### config.mk
export PLATFORM = sky130hd
export DESIGN_NAME = reset_sequencer_flat
export DESIGN_NICKNAME = d
export VERILOG_FILES = /design/src/rtl/reset_sequencer_if.sv /design/src/rtl/reset_sequencer.sv /design/src/flat_wrapper.sv
export SDC_FILE = /design/constraint.sdc
export NUM_CORES = 1
export LEC_CHECK = 0
export BUFFER_PORTS_ARGS = -buffer_cell sky130_fd_sc_hd__buf_4
export CAP_MARGIN = 40
export CORE_MARGIN = 4
export CORE_UTILIZATION = 66
export DETAILED_ROUTE_END_ITERATION = 7
export GPL_ROUTABILITY_DRIVEN = 0
export PLACE_DENSITY = 0.84
export SLEW_MARGIN = 20
export SYNTH_ARGS = -nofsm -noshare
export SYNTH_HDL_FRONTEND = slang
export SYNTH_SLANG_ARGS = --single-unit
export TNS_END_PERCENT = 1
### constraint.sdc
create_clock -name MCLK_IN -period 5.1 [get_ports MCLK_IN]
set_input_delay 0 -clock MCLK_IN [delete_from_list [all_inputs] [get_ports MCLK_IN]]
set_output_delay 0 -clock MCLK_IN [all_outputs]
set_load 0.005 [all_outputs]
### src/rtl/reset_sequencer_if.sv
// Board-side reset signals of the reset sequencer: button/watchdog inputs
// and the staged reset outputs toward the CPU and peripherals.
interface reset_sequencer_if;
  logic       BUTTON_N_IN;
  logic       WDT_EN_IN;
  logic       WDT_KICK_IN;
  logic       PERIPH_RESET;
  logic       RESET;
  logic       HALT;
  logic       RUN;
  logic [1:0] CAUSE;

  // Board side: drives the button and watchdog, observes the reset pins
  modport master (
    output BUTTON_N_IN,
    output WDT_EN_IN,
    output WDT_KICK_IN,
    input  PERIPH_RESET,
    input  RESET,
    input  HALT,
    input  RUN,
    input  CAUSE
  );

  // Sequencer side
  modport slave (
    input  BUTTON_N_IN,
    input  WDT_EN_IN,
    input  WDT_KICK_IN,
    output PERIPH_RESET,
    output RESET,
    output HALT,
    output RUN,
    output CAUSE
  );
endinterface

### src/rtl/reset_sequencer.sv
// Central reset controller for the 68000 board: holds all resets after a
// trigger, releases peripherals first, then CPU RESET/HALT, then RUN.
// Triggers are a debounced front-panel press or a watchdog timeout.
module reset_sequencer #(
  parameter int unsigned HOLD_CYCLES     = 100000,
  parameter int unsigned STAGGER_CYCLES  = 16,
  parameter int unsigned DEBOUNCE_CYCLES = 10000,
  parameter int unsigned WDT_CYCLES      = 1000000,
  parameter int unsigned CNT_W           = 20
) (
  input  logic                MCLK_IN,
  input  logic                RESET_ALL_IN,
  reset_sequencer_if.slave    bus
);

  localparam int unsigned DB_W = (DEBOUNCE_CYCLES > 2) ? $clog2(DEBOUNCE_CYCLES) : 1;

  localparam logic [1:0] CAUSE_POR    = 2'd0;
  localparam logic [1:0] CAUSE_BUTTON = 2'd1;
  localparam logic [1:0] CAUSE_WDT    = 2'd2;

  typedef enum logic [1:0] {
    ST_HOLD    = 2'd0,
    ST_STAGGER = 2'd1,
    ST_RUNNING = 2'd2
  } state_t;

  logic            r_sync1;
  logic            r_sync2;
  logic            r_btn_db;
  logic [DB_W-1:0] r_db_cnt;

  state_t          r_state;
  logic [CNT_W-1:0] r_cnt;
  logic [CNT_W-1:0] r_wdt_cnt;
  logic            r_periph;
  logic            r_cpu_rst;
  logic            r_run;
  logic [1:0]      r_cause;

  state_t          w_state_nxt;
  logic [CNT_W-1:0] w_cnt_nxt;
  logic [CNT_W-1:0] w_wdt_nxt;
  logic            w_periph_nxt;
  logic            w_cpu_rst_nxt;
  logic            w_run_nxt;
  logic [1:0]      w_cause_nxt;

  logic            w_db_expire;
  logic            w_press;
  logic            w_wdt_to;

  // Two-flop synchroniser for the asynchronous push button
  always_ff @(posedge MCLK_IN or posedge RESET_ALL_IN) begin
    if (RESET_ALL_IN) begin
      r_sync1 <= 1'b1;
      r_sync2 <= 1'b1;
    end else begin
      r_sync1 <= bus.BUTTON_N_IN;
      r_sync2 <= r_sync1;
    end
  end

  // A level change is accepted once it has been stable long enough;
  // the press is flagged in the cycle the debounced level is about to fall
  assign w_db_expire = (r_sync2 != r_btn_db) && (r_db_cnt == DB_W'(DEBOUNCE_CYCLES - 1));
  assign w_press     = w_db_expire && !r_sync2;

  // Debounce counter and debounced button level
  always_ff @(posedge MCLK_IN or posedge RESET_ALL_IN) begin
    if (RESET_ALL_IN) begin
      r_btn_db <= 1'b1;
      r_db_cnt <= '0;
    end else if (r_sync2 == r_btn_db) begin
      r_db_cnt <= '0;
    end else if (w_db_expire) begin
      r_btn_db <= r_sync2;
      r_db_cnt <= '0;
    end else begin
      r_db_cnt <= r_db_cnt + DB_W'(1);
    end
  end

  // A kick in the expiry cycle suppresses the timeout
  assign w_wdt_to = (r_state == ST_RUNNING) && bus.WDT_EN_IN && !bus.WDT_KICK_IN &&
                    (r_wdt_cnt == CNT_W'(WDT_CYCLES - 1));

  // State, counters and registered outputs
  always_ff @(posedge MCLK_IN or posedge RESET_ALL_IN) begin
    if (RESET_ALL_IN) begin
      r_state   <= ST_HOLD;
      r_cnt     <= '0;
      r_wdt_cnt <= '0;
      r_periph  <= 1'b1;
      r_cpu_rst <= 1'b1;
      r_run     <= 1'b0;
      r_cause   <= CAUSE_POR;
    end else begin
      r_state   <= w_state_nxt;
      r_cnt     <= w_cnt_nxt;
      r_wdt_cnt <= w_wdt_nxt;
      r_periph  <= w_periph_nxt;
      r_cpu_rst <= w_cpu_rst_nxt;
      r_run     <= w_run_nxt;
      r_cause   <= w_cause_nxt;
    end
  end

  // Next-state, counter and output decode; triggers override the sequence
  always_comb begin
    w_state_nxt   = r_state;
    w_cnt_nxt     = r_cnt;
    w_wdt_nxt     = '0;
    w_periph_nxt  = r_periph;
    w_cpu_rst_nxt = r_cpu_rst;
    w_run_nxt     = r_run;
    w_cause_nxt   = r_cause;

    case (r_state)
      ST_HOLD: begin
        w_periph_nxt  = 1'b1;
        w_cpu_rst_nxt = 1'b1;
        w_run_nxt     = 1'b0;
        // Count is frozen while the button is still held down
        if (r_btn_db) begin
          if (r_cnt == CNT_W'(HOLD_CYCLES - 1)) begin
            w_state_nxt  = ST_STAGGER;
            w_cnt_nxt    = '0;
            w_periph_nxt = 1'b0;
          end else begin
            w_cnt_nxt = r_cnt + CNT_W'(1);
          end
        end
      end
      ST_STAGGER: begin
        if (r_cnt == CNT_W'(STAGGER_CYCLES - 1)) begin
          w_state_nxt   = ST_RUNNING;
          w_cnt_nxt     = '0;
          w_cpu_rst_nxt = 1'b0;
          w_run_nxt     = 1'b1;
        end else begin
          w_cnt_nxt = r_cnt + CNT_W'(1);
        end
      end
      ST_RUNNING: begin
        if (bus.WDT_EN_IN && !bus.WDT_KICK_IN && !w_wdt_to) begin
          w_wdt_nxt = r_wdt_cnt + CNT_W'(1);
        end
      end
      default: begin
        w_state_nxt   = ST_HOLD;
        w_cnt_nxt     = '0;
        w_periph_nxt  = 1'b1;
        w_cpu_rst_nxt = 1'b1;
        w_run_nxt     = 1'b0;
      end
    endcase

    // Button press wins over a simultaneous watchdog timeout
    if (w_press || w_wdt_to) begin
      w_state_nxt   = ST_HOLD;
      w_cnt_nxt     = '0;
      w_wdt_nxt     = '0;
      w_periph_nxt  = 1'b1;
      w_cpu_rst_nxt = 1'b1;
      w_run_nxt     = 1'b0;
      w_cause_nxt   = w_press ? CAUSE_BUTTON : CAUSE_WDT;
    end
  end

  assign bus.PERIPH_RESET = r_periph;
  assign bus.RESET        = r_cpu_rst;
  assign bus.HALT         = r_cpu_rst;
  assign bus.RUN          = r_run;
  assign bus.CAUSE        = r_cause;

endmodule

### src/flat_wrapper.sv
// flat-port wrapper written by rule: the top's interface ports become plain ports
module reset_sequencer_flat 
#(
  parameter int unsigned HOLD_CYCLES     = 100000,
  parameter int unsigned STAGGER_CYCLES  = 16,
  parameter int unsigned DEBOUNCE_CYCLES = 10000,
  parameter int unsigned WDT_CYCLES      = 1000000,
  parameter int unsigned CNT_W           = 20
)
  (MCLK_IN, RESET_ALL_IN, bus_BUTTON_N_IN, bus_WDT_EN_IN, bus_WDT_KICK_IN, bus_PERIPH_RESET, bus_RESET, bus_HALT, bus_RUN, bus_CAUSE);
  reset_sequencer_if bus_i ();
  input  logic MCLK_IN;
  input  logic RESET_ALL_IN;
  input wire logic [$bits(bus_i.BUTTON_N_IN)-1:0] bus_BUTTON_N_IN;
  input wire logic [$bits(bus_i.WDT_EN_IN)-1:0] bus_WDT_EN_IN;
  input wire logic [$bits(bus_i.WDT_KICK_IN)-1:0] bus_WDT_KICK_IN;
  output wire logic [$bits(bus_i.PERIPH_RESET)-1:0] bus_PERIPH_RESET;
  output wire logic [$bits(bus_i.RESET)-1:0] bus_RESET;
  output wire logic [$bits(bus_i.HALT)-1:0] bus_HALT;
  output wire logic [$bits(bus_i.RUN)-1:0] bus_RUN;
  output wire logic [$bits(bus_i.CAUSE)-1:0] bus_CAUSE;
  assign bus_i.BUTTON_N_IN = bus_BUTTON_N_IN;
  assign bus_i.WDT_EN_IN = bus_WDT_EN_IN;
  assign bus_i.WDT_KICK_IN = bus_WDT_KICK_IN;
  assign bus_PERIPH_RESET = bus_i.PERIPH_RESET;
  assign bus_RESET = bus_i.RESET;
  assign bus_HALT = bus_i.HALT;
  assign bus_RUN = bus_i.RUN;
  assign bus_CAUSE = bus_i.CAUSE;
  reset_sequencer #(.HOLD_CYCLES(HOLD_CYCLES), .STAGGER_CYCLES(STAGGER_CYCLES), .DEBOUNCE_CYCLES(DEBOUNCE_CYCLES), .WDT_CYCLES(WDT_CYCLES), .CNT_W(CNT_W)) u_core (.MCLK_IN(MCLK_IN), .RESET_ALL_IN(RESET_ALL_IN), .bus(bus_i));
endmodule
# Word level (Yosys, flattened, before mapping)
# Index checks and enable logic that the tools add are counted.
op_classes:
  add_sub_neg: 3
  eq_ne: 13
  n_mux: 26
  bitwise: 1
  reduce_logical: 17
ops:
  columns: ["cell", "count"]
  rows:
  - ["2-to-1 mux 20 bit", 7]
  - ["one-hot mux 20 bit (3 select lines)", 1]
  - ["adder 20 x 1 -> 20 bit, second input constant", 2]
  - ["2-to-1 mux 14 bit", 2]
  - ["equality test 20 x 17 -> 1 bit, second input constant", 1]
  - ["equality test 20 bit, second input constant", 1]
  - ["equality test 20 x 4 -> 1 bit, second input constant", 1]
  - ["adder 14 x 1 -> 14 bit, second input constant", 1]
  - ["equality test 14 bit, second input constant", 1]
  - ["2-to-1 mux 2 bit", 5]
  - ["!= test 3 x 1 -> 1 bit, second input constant", 3]
  - ["logical AND 1 bit", 7]
  - ["2-to-1 mux 1 bit", 7]
  - ["one-hot mux 1 bit (2 select lines)", 3]
  - ["one-hot mux 2 bit (3 select lines)", 1]
  - ["AND reduction 2 bit", 3]
  - ["AND reduction 4 bit", 1]
  - ["zero test 1 bit", 3]
  - ["equality test 2 x 1 -> 1 bit, second input constant", 1]
  - ["equality test 2 bit, second input constant", 1]
  - ["zero test 2 bit", 1]
  - ["!= test 2 x 1 -> 1 bit, second input constant", 1]
  - ["!= test 2 bit, second input constant", 1]
  - ["OR reduction 2 bit", 1]
  - ["4 further kinds", 4]
word_totals:
  reg_bits: 64

# Logic depth before layout (Yosys ltp)
# Gate-level depths: netlist (run 1).
depth:
  depth_word: 9
  ltp_mapped: 9

# Worst setup path before layout (run 1)
# OpenSTA, ideal clock, no wires.
synth_timing:
  kind: "register to register"
  from: "register u_core.r_wdt_cnt[10]"
  to: "register u_core.r_cnt[13]"
  setup_ps: 121
  arrival_ps: 2240
  t_required_ps: 4979
  slack_ps: 2739
  path_stages_with_launch: 8
  period_less_slack_ps: 2361
  cell_sequence: "dfrtp_1 or4_1 or3_1 o41a_4 o21a_4 buf_6 a21o_1 a22o_1"
synth_between:
  elab_chain_cells: 5
synth_rtl:
  columns: ["element", "line", "rtl"]
  rows:
  - ["from (decl)", "reset_sequencer.sv:35", "logic [CNT_W-1:0] r_wdt_cnt;"]
  - ["from (signal assigned)", "reset_sequencer.sv:101", "r_wdt_cnt <= w_wdt_nxt;"]
  - ["equality test 20 bit (*)", "reset_sequencer.sv:86", "(r_wdt_cnt == CNT_W'(WDT_CYCLES - 1));"]
  - ["logical AND 1 bit (*)", "reset_sequencer.sv:85", "assign w_wdt_to = (r_state == ST_RUNNING) && bus.WDT_EN_IN && !bus.WDT_KICK_IN &&"]
  - ["logical OR 1 bit (*)", "reset_sequencer.sv:160", "if (w_press || w_wdt_to) begin"]
  - ["!= test 3 x 1 -> 1 bit (no line) or != test 2 bit (tied branches)", null, null]
  - ["AND reduction 2 bit (no line)", null, null]
  - ["to (signal assigned)", "reset_sequencer.sv:100", "r_cnt <= w_cnt_nxt;"]
  - ["to (decl)", "reset_sequencer.sv:34", "logic [CNT_W-1:0] r_cnt;"]
# Mark *: on every way between the ends. The rest lies on a longest branch, timed or not.
# A chain may end at the register's enable or synchronous reset.

# Worst setup path in the final report (run 1)
layout_timing:
  from: "register u_core.r_wdt_cnt[10]"
  to: "register u_core.r_cnt[8]"
# The elaborated chain is that of the path after synthesis.

==> impl_metrics.py, run 1 <==
metrics = {
    "status": {
        "status": "finished, final reports clean",
    },
    "synthesis": {
        "syn-instance-count": 349,
        "yosysWarningCount": 0,
        "ys_ff_latch": 64,
        "yosysSeqAreaShare_pct": 47.95,
        "syn_nets": 361,
        "syn_area_um2": 3353,
        "async_flop_share_pct": 100.0,
        "synth_ff_type": "dfrtp_1",
        "synth_area_per_cell_um2": 9.608,
        "synth.distinct_cells": 55,
        "synth_edf_count": 0,
    },
    "finish": {
        "multiInputGateArea_um2": 1628,
        "diodes": 0,
        "finish.utilization_pct": 76.88,
        "drive_gt1_share_pct": 11.38,
        "fin_nets": 377,
        "fin_area_um2": 3704,
        "num-fill-cells": 328,
        "final_common_cell": "dfrtp_1",
        "register_area_um2": 1608,
        "area_delta_synth_final_pct": 10.45,
        "layout_common_cells": "dfrtp_1, nor2_1, nand2_1, o21ai_0",
    },
    "placed_design": {
        "pre_cts_ws_ps": 2286,
        "dpl.hpwl_mm": 4.504,
        "io_buffer_count": 10,
        "place_area_um2": 3470,
    },
    "timing": {
        "hold_viol": 0,
        "fin_crit_sh_pct": 55.47,
        "tightest_slew_ps": 704.4,
        "maxSlewHeadroom_pct": 52.87,
        "fin_crit_ps": 2829,
        "rsz0062_at_grt": "no",
        "setup_viol": 0,
        "skew_ps": 7.938,
        "slew_violations": 0,
        "fmax_mhz": 353.5,
        "tns_ps": 0,
        "layout_setup_ws_ps": 2271,
    },
    "routing": {
        "routed_wl_mm": 6.839,
        "drtIter0Drc": 136,
        "routed_via_density": 6.044,
        "first_pass_iters": 4,
        "drc": 0,
        "ant_nets": 0,
        "vias": 2635,
        "wire_per_inst_um": 15.69,
    },
    "setup_path": {
        "crit_slowest_cell": "nor2_1",
        "criticalPathCategory": "reg -> reg",
        "cp_common_cell": "nor2_1",
        "critPathTopFamily": "simple AND/OR/NAND/NOR gates",
        "path_max_fanout": 15,
        "path_cells": "or4_1 -> or3_1 -> nor4_4 -> nor2_1 -> buf_4 -> nor2_1 -> a22o_1",
        "worst_ep_arrival_time_ps": 3110,
        "crit_path_start_kind": "flop",
        "path_buf_inv": 1,
        "max_stage_delay_ps": 550,
        "worstPathRequired_ps": 5380,
        "end_kind": "flop",
    },
    "worst_hold_path": {
        "hold_class": "in -> async",
    },
    "grt": {
        "grt_pass1_wl_mm": 11.59,
        "grt_pass1_vias": 2480,
        "gr-total-overflow": 0,
        "grt_max_degree": 65,
        "track_usage_pct": 23.98,
        "antenna_found_initial": 0,
    },
    "floorplanning": {
        "dieHeight_um": 79.28,
        "core_area_um2": 4817,
        "fp.dieW_um": 79.28,
        "num_rows": 25,
        "die_area_um2": 6285,
        "start_util_pct": 69.61,
        "ios": 11,
    },
    "clock_network": {
        "clkSinkCount": 64,
        "post_cts_buffers": 0,
        "clkSlewWorstSetupHoldPaths_ps": 70,
        "htreeDepth": 3,
        "cts_made_buffers": 9,
        "cts_root_buf": "clkbuf_8",
        "cts_tree": "yes",
        "clk_path_buf_depth": 2,
        "clock_latency_ps": 350,
        "cts_resized": 0,
    },
    "pwr": {
        "peakVddDrop_mv": 0.1409,
        "cellLeakagePower_nw": 1.597,
        "p_per_area_nw_per_um2": 258.4,
    },
    "job": {
        "cap_viol_max_count": 0,
    },
}
==> final cells by class <==
class	count	area share [%]
Multi-Input combinational cell	259	43.95
Sequential cell	64	43.41
Timing Repair Buffer	15	3.716
Tap cell	67	2.264
Inverter	16	1.622
Clock buffer	11	3.818
Clock inverter	4	1.216
==> through the flow <==
| step | total power [mW] | hold WS (ps) | instances |
|---|---|---|---|
| 2_1_floorplan | 0.5335 | 4.478 | 349 |
| 3_3_place_gp | 0.5398 | 108.3 | 418 |
| 3_5_place_dp | 0.5408 | 109.9 | 418 |
| 4_1_cts | 0.9592 | 207.3 | 435 |
| 5_1_grt | 0.9891 | 220.1 | 436 |
| 6_report | 0.9570 | 209.9 | 436 |
==> registers in the layout (all words and copies together), names as in the netlist <==
name	cells
u_core.bus.HALT	1
u_core.r_db_cnt	14
u_core.r_state	2
u_core.r_sync2	1
u_core.r_wdt_cnt	20
u_core.bus.CAUSE	2
u_core.r_btn_db	1
u_core.r_sync1	1
u_core.bus.PERIPH_RESET	1
u_core.bus.RUN	1
u_core.r_cnt	20
==> cells by family after synthesis <==
kind of cell | count (synthesis) | share of synthesized area [%]
adders and majority gates | 7 | 2.612
muxes | 2 | 0.6343
buffers and inverters | 26 | 3.507
xor gates and xnor gates | 28 | 7.314
DFF | 64 | 47.95
and+or+nand+nor | 159 | 24.55
AOI/OAI and AO/OA | 63 | 13.43
==> worst reg2reg max path: stages, from the launching register on <==
cell     delay [ps]
dfrtp_1         440
or4_1           530
or3_1           400
nor4_4          300
nor2_1           90
buf_4           200
nor2_1          560
a22o_1          250
==> final timing paths <==
kind                                            to                 start  slack, ps  depth (start not counted)
max                                u_core.r_cnt[8]  u_core.r_wdt_cnt[10]       2270                          7
min                                 u_core.bus.RUN          RESET_ALL_IN        210                          4
max reg2reg                        u_core.r_cnt[8]  u_core.r_wdt_cnt[10]       2270                          7
min reg2reg                         u_core.r_sync2        u_core.r_sync1        360                          0
max in group asynchronous           u_core.r_sync1          RESET_ALL_IN       4320                          5
min in group MCLK_IN       u_core.bus.PERIPH_RESET       bus_WDT_KICK_IN        230                          5
==> per-layer routing <==
layer	track usage, %	up-vias	share of wire [%]
met5	0	-	0
li1	-	1267	-
met1	32.71	1289	46
met4	9.450	0	2.0
met3	7.256	15	5.1
met2	35.94	64	47
==> repair_timing <==
action,CTS,global route
hold endpoints to repair,60,0
hold buffers,2,0
endpoints found under the setup margin,0,0
==> power by group <==
group | switching [mW] | leakage, nW | internal [mW]
clock | 0.189 | 0.0989 | 0.234
combinational | 0.0136 | 0.660 | 0.00794
sequential | 0.00195 | 0.838 | 0.511
total | 0.204 | 1.60 | 0.753
==> cells in the mapped netlist, drive strengths merged (2+ instances only) <==
master	n	area, um2
dfrtp	59	1476
nor2	48	180.2
nand2	31	123.9
o21ai	20	103.9
inv	16	60.06
xor2	15	131.4
nand3	14	70.07
xnor2	13	113.9
and3	12	75.07
nand4	11	68.82
nor3	11	55.05
a21oi	10	50.05
buf	7	46.29
ha	7	87.58
nor4	6	52.55
o2bb2ai	6	52.55
a22o	5	43.79
dfstp	5	131.4
or3	5	31.28
a21o	4	30.03
o21a	4	37.53
and2	3	18.77
and4	3	26.28
clkbuf	3	11.26
o31ai	3	22.52
a31oi	2	12.51
nand4b	2	17.52
nor2b	2	12.51
o2bb2a	2	20.02
o41ai	2	25.03
or4	2	15.01
No activity file was read; power rests on OpenSTA's default activity.
==> run 2: changes to the inputs <==
--- a/config.mk
+++ b/config.mk
@@ -8,10 +8,10 @@
 export BUFFER_PORTS_ARGS = -buffer_cell sky130_fd_sc_hd__buf_4
 export CAP_MARGIN = 40
 export CORE_MARGIN = 4
-export CORE_UTILIZATION = 66
+export CORE_UTILIZATION = 62
 export DETAILED_ROUTE_END_ITERATION = 7
 export GPL_ROUTABILITY_DRIVEN = 0
-export PLACE_DENSITY = 0.84
+export PLACE_DENSITY = 0.8
 export SLEW_MARGIN = 20
 export SYNTH_ARGS = -nofsm -noshare
 export SYNTH_HDL_FRONTEND = slang
==> constraint.sdc (replaced) <==
create_clock -name MCLK_IN -period 2.9 [get_ports MCLK_IN]
set_input_delay 0 -clock MCLK_IN [delete_from_list [all_inputs] [get_ports MCLK_IN]]
set_output_delay 0 -clock MCLK_IN [all_outputs]
set_load 0.005 [all_outputs]
==> impl_metrics.py, run 2 (same netlist as run 1, synthesis figures left out) <==
metrics = {
    "grt": {
        "gr-total-overflow": 0,
        "track_usage_pct": 24.41,
        "grt_pass1_vias": 2617,
        "grt_max_degree": 28,
        "grt_pass1_wl_mm": 12.18,
        "antenna_found_initial": 0,
    },
    "timing": {
        "slew_violations": 0,
        "tns_ps": 0,
        "tightest_slew_ps": 611.4,
        "setup_viol": 0,
        "maxSlewHeadroom_pct": 58.93,
        "fmax_mhz": 384.8,
        "hold_viol": 0,
        "layout_setup_ws_ps": 301.3,
        "rsz0062_at_grt": "no",
        "hold_slack_ps": 194.9,
        "skew_ps": 8.166,
        "fin_crit_sh_pct": 89.61,
        "fin_crit_ps": 2599,
    },
    "floorplanning": {
        "die_area_um2": 6649,
        "num_rows": 26,
        "core_area_um2": 5172,
        "start_util_pct": 64.83,
        "fp.dieW_um": 81.54,
        "dieHeight_um": 81.54,
        "ios": 11,
    },
    "setup_path": {
        "path_max_fanout": 9,
        "worst_ep_arrival_time_ps": 2830,
        "crit_path_start_kind": "flop",
        "worstPathRequired_ps": 3130,
        "end_kind": "flop",
        "criticalPathCategory": "reg -> reg",
    },
    "pwr": {
        "peakVddDrop_mv": 0.3066,
        "cellLeakagePower_nw": 1.612,
        "p_per_area_nw_per_um2": 459.7,
    },
    "routing": {
        "routed_via_density": 5.862,
        "vias": 2597,
        "drc": 0,
        "ant_nets": 0,
        "routed_wl_mm": 6.969,
        "drtIter0Drc": 164,
        "wire_per_inst_um": 15.73,
        "first_pass_iters": 4,
    },
    "job": {
        "cap_viol_max_count": 0,
    },
    "finish": {
        "reg_top3": "u_core.r_cnt x20, u_core.r_wdt_cnt x20, u_core.r_db_cnt x14",
        "layout_common_cells": "dfrtp_1, nor2_1, nand2_1, o21ai_0",
        "final_common_cell": "dfrtp_1",
        "diodes": 0,
        "area_delta_synth_final_pct": 11.38,
        "fin_nets": 380,
        "stdcell_count": 443,
        "num-fill-cells": 374,
        "fin_area_um2": 3735,
        "multiInputGateArea_um2": 1628,
        "drive_gt1_share_pct": 12.06,
        "register_area_um2": 1608,
    },
    "clock_network": {
        "clkSinkCount": 64,
        "cts_made_buffers": 9,
        "cts_root_buf": "clkbuf_8",
        "clk_path_buf_depth": 2,
        "clkSlewWorstSetupHoldPaths_ps": 70,
        "cts_resized": 0,
        "clock_latency_ps": 340,
        "post_cts_buffers": 0,
        "htreeDepth": 3,
        "holdBufCountCts": 2,
        "cts_tree": "yes",
    },
    "placed_design": {
        "io_buffer_count": 10,
        "pre_cts_ws_ps": 316.1,
        "dpl.hpwl_mm": 4.804,
        "place_area_um2": 3516,
        "placed_cells": 425,
    },
    "status": {
        "status": "finished, final reports clean",
    },
    "worst_hold_path": {
        "hold_class": "in -> async",
    },
}
[run 2: through the flow]
step                      utilization [%]  total power, mW
after floorplan                         -           0.9382
after global placement              67.44           0.9510
after detailed placement            67.97           0.9563
after CTS                           72.21            1.729
after global routing                72.21            1.778
final                               72.21            1.717
[run 2: layout make-up]
| cell class | instances | share of cell area (%) |
|---|---|---|
| clock inverter | 3 | 1.072 |
| clock buffer | 13 | 4.255 |
| multi-input combinational | 259 | 43.58 |
| timing repair buffer | 18 | 4.087 |
| tap | 70 | 2.345 |
| inverter | 16 | 1.608 |
| sequential | 64 | 43.05 |
[run 2: power by group]
part,total (mW),internal [mW],switching (mW)
Sequential,0.902,0.899,0.00336
Clock,0.776,0.442,0.334
Combinational,0.0392,0.0141,0.0252
Total,1.72,1.35,0.362
[run 2: path summary, 6_finish.rpt]
kind	from	end	slack, ps	cells past startpoint
max	u_core.r_wdt_cnt[10]	u_core.r_cnt[12]	300	6
min	RESET_ALL_IN	u_core.bus.RUN	190	3
max reg2reg	u_core.r_wdt_cnt[10]	u_core.r_cnt[12]	300	6
min reg2reg	u_core.r_sync1	u_core.r_sync2	360	0
max in group asynchronous	RESET_ALL_IN	u_core.r_wdt_cnt[6]	2010	5
min in group MCLK_IN	bus_WDT_KICK_IN	u_core.bus.PERIPH_RESET	250	5
[run 2: layer usage]
layer,share of wire [%],GRT usage (%),up-vias
met5,0,0,-
met4,1.1,9.966,0
met3,4.0,5.702,7
met2,49,39.58,54
met1,46,31.50,1265
li1,-,-,1271
[run 2: critical path, cell delays in order, from the launching register on]
cell	delay (ps)
dfrtp_1	440
or4_1	540
or3_1	400
nor4_4	260
or2_1	370
nand2_4	120
o41ai_2	340
==> run 3: changes to the inputs <==
--- a/config.mk
+++ b/config.mk
@@ -12,6 +12,7 @@
 export DETAILED_ROUTE_END_ITERATION = 7
 export GPL_ROUTABILITY_DRIVEN = 0
 export PLACE_DENSITY = 0.8
+export REMOVE_ABC_BUFFERS = 1
 export SLEW_MARGIN = 20
 export SYNTH_ARGS = -nofsm -noshare
 export SYNTH_HDL_FRONTEND = slang
==> impl_metrics.py, run 3 (same netlist as run 1, synthesis figures left out) <==
metrics = {
    "status": {
        "status": "finished, final reports clean",
    },
    "grt": {
        "track_usage_pct": 23.65,
        "grt_pass1_vias": 2587,
        "gr-total-overflow": 0,
        "antenna_found_initial": 0,
        "grt_pass1_wl_mm": 12.01,
        "grt_max_degree": 65,
    },
    "setup_path": {
        "path_max_fanout": 9,
        "end_kind": "flop",
        "path_buf_inv": 0,
        "worstPathRequired_ps": 3130,
        "max_stage_delay_ps": 540,
        "critPathTopFamily": "simple AND/OR/NAND/NOR gates",
        "crit_slowest_cell": "or4_1",
        "path_cells": "or4_1 -> or3_1 -> nor4_4 -> or2_1 -> nand2_4 -> o41ai_2",
        "crit_path_start_kind": "flop",
        "criticalPathCategory": "reg -> reg",
        "worst_ep_arrival_time_ps": 2900,
    },
    "finish": {
        "stdcell_count": 441,
        "area_delta_synth_final_pct": 11.68,
        "fin_nets": 378,
        "layout_common_cells": "dfrtp_1, nor2_1, nand2_1, o21ai_0",
        "fin_area_um2": 3745,
        "drive_gt1_share_pct": 11.59,
        "finish.utilization_pct": 72.40,
        "num-fill-cells": 362,
        "diodes": 0,
        "reg_top3": "u_core.r_cnt x20, u_core.r_wdt_cnt x20, u_core.r_db_cnt x14",
        "final_common_cell": "dfrtp_1",
    },
    "floorplanning": {
        "ios": 11,
        "fp.dieW_um": 81.54,
        "num_rows": 26,
        "core_area_um2": 5172,
        "die_area_um2": 6649,
        "dieHeight_um": 81.54,
        "start_util_pct": 64.83,
    },
    "timing": {
        "slew_violations": 0,
        "hold_slack_ps": 224.1,
        "skew_ps": 9.934,
        "maxSlewHeadroom_pct": 62.85,
        "rsz0062_at_grt": "no",
        "tns_ps": 0,
        "fin_crit_ps": 2666,
        "layout_setup_ws_ps": 234.4,
        "fin_crit_sh_pct": 91.92,
        "tightest_slew_ps": 553.0,
        "fmax_mhz": 375.1,
        "hold_viol": 0,
        "setup_viol": 0,
    },
    "placed_design": {
        "dpl.hpwl_mm": 4.486,
        "place_area_um2": 3501,
        "pre_cts_ws_ps": 271.4,
        "io_buffer_count": 10,
        "placed_cells": 423,
    },
    "routing": {
        "routed_wl_mm": 6.996,
        "first_pass_iters": 4,
        "vias": 2648,
        "routed_via_density": 6.005,
        "wire_per_inst_um": 15.86,
        "ant_nets": 0,
        "drc": 0,
        "drtIter0Drc": 207,
    },
    "clock_network": {
        "cts_tree": "yes",
        "clock_latency_ps": 340,
        "holdBufCountCts": 2,
        "cts_made_buffers": 9,
        "post_cts_buffers": 0,
        "cts_resized": 0,
        "clkSlewWorstSetupHoldPaths_ps": 70,
        "cts_root_buf": "clkbuf_8",
        "clkSinkCount": 64,
        "htreeDepth": 3,
        "clk_path_buf_depth": 2,
    },
    "pwr": {
        "power.switching_mw": 0.3534,
        "p_per_area_nw_per_um2": 479.3,
        "power.internal_mw": 1.442,
        "cellLeakagePower_nw": 1.613,
        "p_total_mw": 1.795,
        "pwr-share-clk_pct": 47.7,
        "seqPwrFrac_pct": 50.3,
        "p_comb_share_pct": 2.0,
        "peakVddDrop_mv": 0.3201,
        "power.share.switching_pct": 19.69,
    },
    "worst_hold_path": {
        "hold_class": "in -> reg",
    },
    "job": {
        "cap_viol_max_count": 0,
    },
}
run 3: cell type report:
type,instances,area (um2),area share (%)
clock buffers,13,158.9,4.243
clock inverters,3,65.06,1.737
inverters,16,60.06,1.604
multi-input cells,259,1628,43.47
flip-flops and latches,64,1608,42.93
well taps,70,87.58,2.339
repair buffers,16,137.6,3.675
run 3: tightest hold or removal path, stage by stage:
cell	delay, ps
buf_4	80
nand3b_1	120
or3_1	130
o41a_4	180
nand2_1	60
run 3: per-layer routing:
| layer | up-vias | global-route usage [%] | routed length [um] |
|---|---|---|---|
| li1 | 1270 | - | - |
| met1 | 1281 | 30.99 | 3175 |
| met2 | 82 | 38.36 | 3369 |
| met3 | 15 | 6.798 | 355 |
| met4 | 0 | 6.588 | 96 |
| met5 | - | 0 | 0 |
run 3: power by group through the flow:
stage	Combinational [mW]	Clock [mW]	Sequential, mW
finish	0.0360	0.857	0.902
global route	0.0419	0.916	0.902
floorplan	0.0202	0	0.918
global placement	0.0343	0	0.918
detailed placement	0.0355	0	0.919
CTS	0.0376	0.871	0.902
run 3: worst paths after layout:
check | startpoint | endpoint | slack [ps] | cells past startpoint
max | u_core.r_wdt_cnt[10] | u_core.r_cnt[12] | 230 | 6
min | bus_WDT_KICK_IN | u_core.bus.PERIPH_RESET | 220 | 5
max reg2reg | u_core.r_wdt_cnt[10] | u_core.r_cnt[12] | 230 | 6
min reg2reg | u_core.r_sync1 | u_core.r_sync2 | 350 | 0
max in group asynchronous | RESET_ALL_IN | u_core.bus.PERIPH_RESET | 2290 | 4
min in group asynchronous | RESET_ALL_IN | u_core.bus.CAUSE[1] | 290 | 4
